File: config.mk
export PLATFORM = sky130hd
export DESIGN_NAME = draw_source_sequencer
export DESIGN_NICKNAME = d
export VERILOG_FILES = /design/src/rtl/draw_seq_pkg.sv /design/src/rtl/draw_seq_next_finder.sv /design/src/rtl/draw_source_sequencer.sv
export SDC_FILE = /design/constraint.sdc
export NUM_CORES = 1
export LEC_CHECK = 0
export BUFFER_PORTS_ARGS = -buffer_cell sky130_fd_sc_hd__clkbuf_2
export CAP_MARGIN = 20
export CORE_ASPECT_RATIO = 1.75
export CORE_MARGIN = 3
export CORE_UTILIZATION = 30
export CTS_CLUSTER_SIZE = 14
export DETAILED_ROUTE_END_ITERATION = 8
export REMOVE_ABC_BUFFERS = 1
export SETUP_SLACK_MARGIN = 0.05
export SLEW_MARGIN = 40
export SYNTH_ARGS = -nofsm -noshare
export SYNTH_HDL_FRONTEND = slang
export SYNTH_SLANG_ARGS = --single-unit
export TNS_END_PERCENT = 20
File: constraint.sdc
create_clock -name clk -period 2.19 [get_ports clk]
set_clock_uncertainty 0.2 [all_clocks]
set_input_delay 0 -clock clk [delete_from_list [all_inputs] [get_ports clk]]
set_output_delay 0 -clock clk [all_outputs]
set_load 0.02 [all_outputs]
File: src/rtl/draw_seq_pkg.sv
// Shared state type and widths for the draw source sequencer.
package draw_seq_pkg;

    localparam int MAX_SOURCES = 16;
    localparam int COUNT_W     = 8;
    localparam int WDOG_W      = 20;

    typedef enum logic [1:0] {
        IDLE   = 2'd0,
        LAUNCH = 2'd1,
        RUN    = 2'd2,
        DONE   = 2'd3
    } state_e;

endpackage

File: src/rtl/draw_seq_next_finder.sv
// Priority encoder: lowest enabled source index strictly above cur, or from 0 when from_start.
module draw_seq_next_finder
    import draw_seq_pkg::*;
#(
    parameter int NUM_SOURCES = 3,
    parameter int SEL_W       = $clog2(NUM_SOURCES)
) (
    input  logic [NUM_SOURCES-1:0] mask,
    input  logic [SEL_W-1:0]       cur,
    input  logic                   from_start,
    output logic [SEL_W-1:0]       next_idx,
    output logic                   found
);

    always_comb begin
        next_idx = '0;
        found    = 1'b0;
        for (int unsigned i = 0; i < NUM_SOURCES; i++) begin
            if (!found && mask[i] && (from_start || (i > 32'(cur)))) begin
                found    = 1'b1;
                next_idx = SEL_W'(i);
            end
        end
    end

endmodule

File: src/rtl/draw_source_sequencer.sv
// Per-frame write-port scheduler: grants enabled draw sources in index order, swaps on full frames.
// Optional per-source watchdog with abort: define DRAW_SEQ_TIMEOUT_EN.
module draw_source_sequencer
    import draw_seq_pkg::*;
#(
    parameter int NUM_SOURCES    = 3,
    parameter int SEL_W          = $clog2(NUM_SOURCES),
    parameter int TIMEOUT_CYCLES = 400000
) (
    input  logic                   clk,
    input  logic                   resetN,
    input  logic                   frame,
    input  logic [NUM_SOURCES-1:0] enable_mask,
    input  logic [NUM_SOURCES-1:0] src_done,
    output logic [NUM_SOURCES-1:0] src_start,
    output logic [NUM_SOURCES-1:0] src_abort,
    output logic [SEL_W-1:0]       write_source_sel,
    output logic                   buffer_swap,
    output logic                   drawing,
    output logic [COUNT_W-1:0]     overrun_count,
    output logic [COUNT_W-1:0]     timeout_count
);

    if (NUM_SOURCES < 2 || NUM_SOURCES > MAX_SOURCES) begin : g_bad_num_sources
        $error("draw_source_sequencer: NUM_SOURCES must be 2..16");
    end

    state_e                 state_q, state_d;
    logic [SEL_W-1:0]       cur_q, cur_d;
    logic [NUM_SOURCES-1:0] mask_q, mask_d;
    logic                   swap_q, swap_d;
    logic [COUNT_W-1:0]     overrun_q, overrun_d;

    logic [SEL_W-1:0]       first_idx, next_idx;
    logic                   first_found, next_found;
    logic                   cur_done, expire, advance;
    logic                   service, late;

    draw_seq_next_finder #(.NUM_SOURCES(NUM_SOURCES), .SEL_W(SEL_W)) u_first (
        .mask       (enable_mask),
        .cur        ('0),
        .from_start (1'b1),
        .next_idx   (first_idx),
        .found      (first_found)
    );

    draw_seq_next_finder #(.NUM_SOURCES(NUM_SOURCES), .SEL_W(SEL_W)) u_next (
        .mask       (mask_q),
        .cur        (cur_q),
        .from_start (1'b0),
        .next_idx   (next_idx),
        .found      (next_found)
    );

    assign cur_done = src_done[cur_q];
    assign advance  = (state_q == RUN) && (cur_done || expire);

    // A frame is serviced when nothing is drawing, including the cycle the last source finishes.
    always_comb begin
        state_d   = state_q;
        cur_d     = cur_q;
        mask_d    = mask_q;
        swap_d    = 1'b0;
        overrun_d = overrun_q;
        service   = 1'b0;
        late      = 1'b0;
        case (state_q)
            IDLE:    service = frame;
            LAUNCH: begin
                state_d = RUN;
                late    = frame;
            end
            RUN: begin
                if (advance && next_found) begin
                    state_d = LAUNCH;
                    cur_d   = next_idx;
                    late    = frame;
                end else if (advance) begin
                    state_d = DONE;
                    service = frame;
                end else begin
                    late = frame;
                end
            end
            DONE:    service = frame;
            default: state_d = IDLE;
        endcase
        if (service) begin
            mask_d  = enable_mask;
            cur_d   = first_idx;
            state_d = first_found ? LAUNCH : DONE;
            swap_d  = (state_q != IDLE);
        end
        if (late && (overrun_q != '1)) begin
            overrun_d = overrun_q + 1'b1;
        end
    end

    always_ff @(posedge clk or negedge resetN) begin
        if (!resetN) begin
            state_q   <= IDLE;
            cur_q     <= '0;
            mask_q    <= '0;
            swap_q    <= 1'b0;
            overrun_q <= '0;
        end else begin
            state_q   <= state_d;
            cur_q     <= cur_d;
            mask_q    <= mask_d;
            swap_q    <= swap_d;
            overrun_q <= overrun_d;
        end
    end

    always_comb begin
        src_start = '0;
        if (state_q == LAUNCH) begin
            src_start[cur_q] = 1'b1;
        end
    end

    assign drawing          = (state_q == LAUNCH) || (state_q == RUN);
    assign write_source_sel = drawing ? cur_q : '0;
    assign buffer_swap      = swap_q;
    assign overrun_count    = overrun_q;

`ifdef DRAW_SEQ_TIMEOUT_EN
    logic [WDOG_W-1:0]  wdog_q, wdog_d;
    logic [COUNT_W-1:0] tmo_q, tmo_d;

    // Done in the expiry cycle takes priority, so no abort is raised.
    assign expire = (state_q == RUN) && !cur_done && (wdog_q == WDOG_W'(TIMEOUT_CYCLES));

    always_comb begin
        wdog_d = wdog_q;
        tmo_d  = tmo_q;
        if (state_q == LAUNCH) begin
            wdog_d = '0;
        end else if (state_q == RUN) begin
            wdog_d = wdog_q + 1'b1;
        end
        if (expire && (tmo_q != '1)) begin
            tmo_d = tmo_q + 1'b1;
        end
    end

    always_ff @(posedge clk or negedge resetN) begin
        if (!resetN) begin
            wdog_q <= '0;
            tmo_q  <= '0;
        end else begin
            wdog_q <= wdog_d;
            tmo_q  <= tmo_d;
        end
    end

    always_comb begin
        src_abort = '0;
        if (expire) begin
            src_abort[cur_q] = 1'b1;
        end
    end

    assign timeout_count = tmo_q;
`else
    logic unused_timeout;

    assign expire         = 1'b0;
    assign src_abort      = '0;
    assign timeout_count  = '0;
    assign unused_timeout = (TIMEOUT_CYCLES > 0) ^ (WDOG_W > 0);
`endif

endmodule

==> results.py <==
metrics = {
    "clocking": {
        "cts.sinks": 15,
        "cts.reportedPaths.clkPinSlew_ns": 0.06,
        "cts_made_buffers": 3,
        "cts_tree": "built",
        "clock_path_buffers": 2,
        "cts_root_buffer": "clkbuf_8",
        "cts_max_level": 1,
        "worstSkewPairLatency_ns": 0.24,
    },
    "synthesis": {
        "syn_area_per_cell_um2": 9.64,
        "ys_seq_area_frac": 0.375,
        "ys_dominant_reg_cell": "dfrtp_1",
        "synth_edf_count": 0,
        "ys_types": 40,
        "yosys_warnings": 0,
        "netlist_area_um2": 1000,
        "synth-async-reset-ratio": 1.00,
        "syn_inst": 104,
        "synth_seq_cells": 15,
    },
    "setup_path": {
        "cp_max_fo": 6,
        "criticalPathCategory": "reg2reg",
        "cp.required_ns": 2.10,
        "endpoint_kind": "flop",
        "start_kind": "flop",
        "worstPathArrival_ns": 1.98,
    },
    "sta": {
        "drv_slew": 0,
        "setup_viol": 0,
        "fin_tns_setup_ns": 0,
        "fmax_mhz": 483,
        "hold_slack_ns": 0.00980,
        "worst_pin_slew_ns": 0.562,
        "period_share": 0.945,
        "fin_crit_ns": 2.07,
        "rsz0062_at_grt": "true",
        "relSlewSlack": 0.623,
        "finalHoldViolations": 0,
    },
    "floorplan": {
        "die_height_um": 82.5,
        "core_area_um2": 3180,
        "die_width_um": 49.7,
        "rows": 27,
        "start_util": 0.316,
        "ios": 35,
        "die_area_um2": 4100,
    },
    "job": {
        "max-cap-violations": 0,
    },
    "grt": {
        "grt.overflow.total": 0,
        "antenna_found_initial": 0,
        "gr-usage-all-layers": 0.121,
        "grt_max_degree": 16,
        "grt_pass1_wl_um": 3850,
        "grt_pass1_vias": 894,
    },
    "power": {
        "power_switching_w": 0.000834,
        "clkPwrFrac": 0.121,
        "p_leak_nw": 0.618,
        "combPwrFrac": 0.601,
        "switching_share": 0.461,
        "fin_total_pwr_w": 0.00181,
        "p_int_w": 0.000975,
        "power_frac_seq": 0.278,
        "p_per_area_nw_per_um2": 1420,
        "vdd_drop_max_mv": 0.722,
    },
    "place": {
        "numPortBuffers": 23,
        "hpwlAfterDp_um": 1790,
        "place_area_um2": 1150,
        "gp_congestion": 0.827,
    },
    "route": {
        "firstDrtPassIters": 4,
        "wirelength_um": 2220,
        "drc": 0,
        "routedWlPerCell_um": 12.3,
        "vias": 848,
        "vias_per_cell": 4.71,
        "drtIter0Drc": 11,
        "antenna_left": 0,
    },
    "hold_path": {
        "holdCritPathClass": "in2async",
    },
    "final_layout": {
        "fillerInstances": 355,
        "final_cell_mix": "clkbuf_2 (23), dfrtp_1 (15), conb_1 (11)",
        "final_common_cell": "clkbuf_2",
        "nNetsFinal": 151,
        "post-route-util": 0.400,
        "drive_above_1_share": 0.307,
        "final_area_um2": 1270,
        "syn_to_final_growth_pct": 26.7,
        "antenna_cells": 0,
    },
    "status": {
        "status": "completed",
    },
}
-- final cells by class --
class	count	area [µm²]	share of cell area
multi-input combinational	81	582	0.458
sequential	15	375	0.296
timing repair buffer	32	195	0.154
tap	43	53.8	0.0424
clock buffer	4	45.0	0.0355
inverter	5	18.8	0.0148
-- per-layer routing --
metal	global-route usage	routed length, µm	part of all wire
met2	0.225	1230	0.56
met4	0.0748	56	0.025
met3	0.0108	91	0.041
met5	0	0	0
met1	0.130	835	0.38
-- flip-flops by register name, indices dropped and copies added, names as in the netlist --
name / flops
overrun_count: 8
mask_q: 2
cur_q: 2
buffer_swap: 1
state_q: 2
-- synth_stat cells, drive strengths merged (3+ instances only) --
| library cell | count | area, µm² |
|---|---|---|
| buf | 12 | 87.6 |
| nand2b | 3 | 18.8 |
| inv | 5 | 18.8 |
| nand2 | 5 | 18.8 |
| nor4 | 5 | 31.3 |
| mux2 | 3 | 37.5 |
| xor2 | 7 | 61.3 |
| a21oi | 3 | 15.0 |
| nor3 | 3 | 15.0 |
| nand3 | 3 | 15.0 |
| dfrtp | 15 | 375 |
| ha | 4 | 50.1 |
| nor2 | 7 | 28.8 |
-- worst max-delay path, cell delays in order, from the launching register on --
cell,delay [ns]
dfrtp_1,0.40
or3b_1,0.35
a211o_1,0.34
a31oi_4,0.23
buf_4,0.17
nor4b_1,0.07
xor2_1,0.17
-- per-stage QoR --
step | cells | worst slack (ns)
global placement | 171 | 0.131
detailed placement | 171 | 0.0518
global route | 180 | 0.0151
CTS | 180 | 0.0404
finish | 180 | 0.121
floorplan | 101 | 0.0672
-- path summary, 6_finish.rpt --
check / cells after the start / end / slack, ns / from
setup / recovery: 6 / overrun_count[4]$_DFFE_PN0P_ / 0.12 / mask_q[1]$_DFFE_PN0P_
hold / removal: 2 / overrun_count[1]$_DFFE_PN0P_ / 0.01 / resetN
setup reg to reg: 6 / overrun_count[4]$_DFFE_PN0P_ / 0.12 / mask_q[1]$_DFFE_PN0P_
hold reg to reg: 1 / overrun_count[7]$_DFFE_PN0P_ / 0.29 / overrun_count[7]$_DFFE_PN0P_
max in group asynchronous: 2 / mask_q[2]$_DFFE_PN0P_ / 1.50 / resetN
min in group clk: 4 / state_q[1]$_DFFE_PN0P_ / 0.13 / frame
-- logic make-up after synthesis --
| family | share of synthesized area |
|---|---|
| other cells | 0.00374 |
| simple gates | 0.228 |
| flops | 0.375 |
| xor+xnor | 0.0612 |
| fa+ha+maj | 0.0499 |
| compound gates | 0.125 |
| mux | 0.0474 |
| buf+inv | 0.110 |
-- what timing repair did --
| action | 4_1_cts | 5_1_grt |
|---|---|---|
| endpoints found under the setup margin | 2 | 10 |
| gates resized for setup | 1 | 6 |
| gates cloned | 0 | 0 |
| hold endpoints to repair | 20 | 0 |
| buffers inserted | 0 | 0 |
| hold buffers | 5 | 0 |
-- power groups by stage --
stage               sequential (W)  combinational [W]  clock (W)
detailed placement        0.000508            0.00104          0
finish                    0.000503            0.00109   0.000218
CTS                       0.000505            0.00105   0.000226
floorplan                 0.000549           0.000672          0
global placement          0.000502            0.00102          0
global route              0.000526            0.00121   0.000237
No activity file was read; power rests on OpenSTA's default activity.
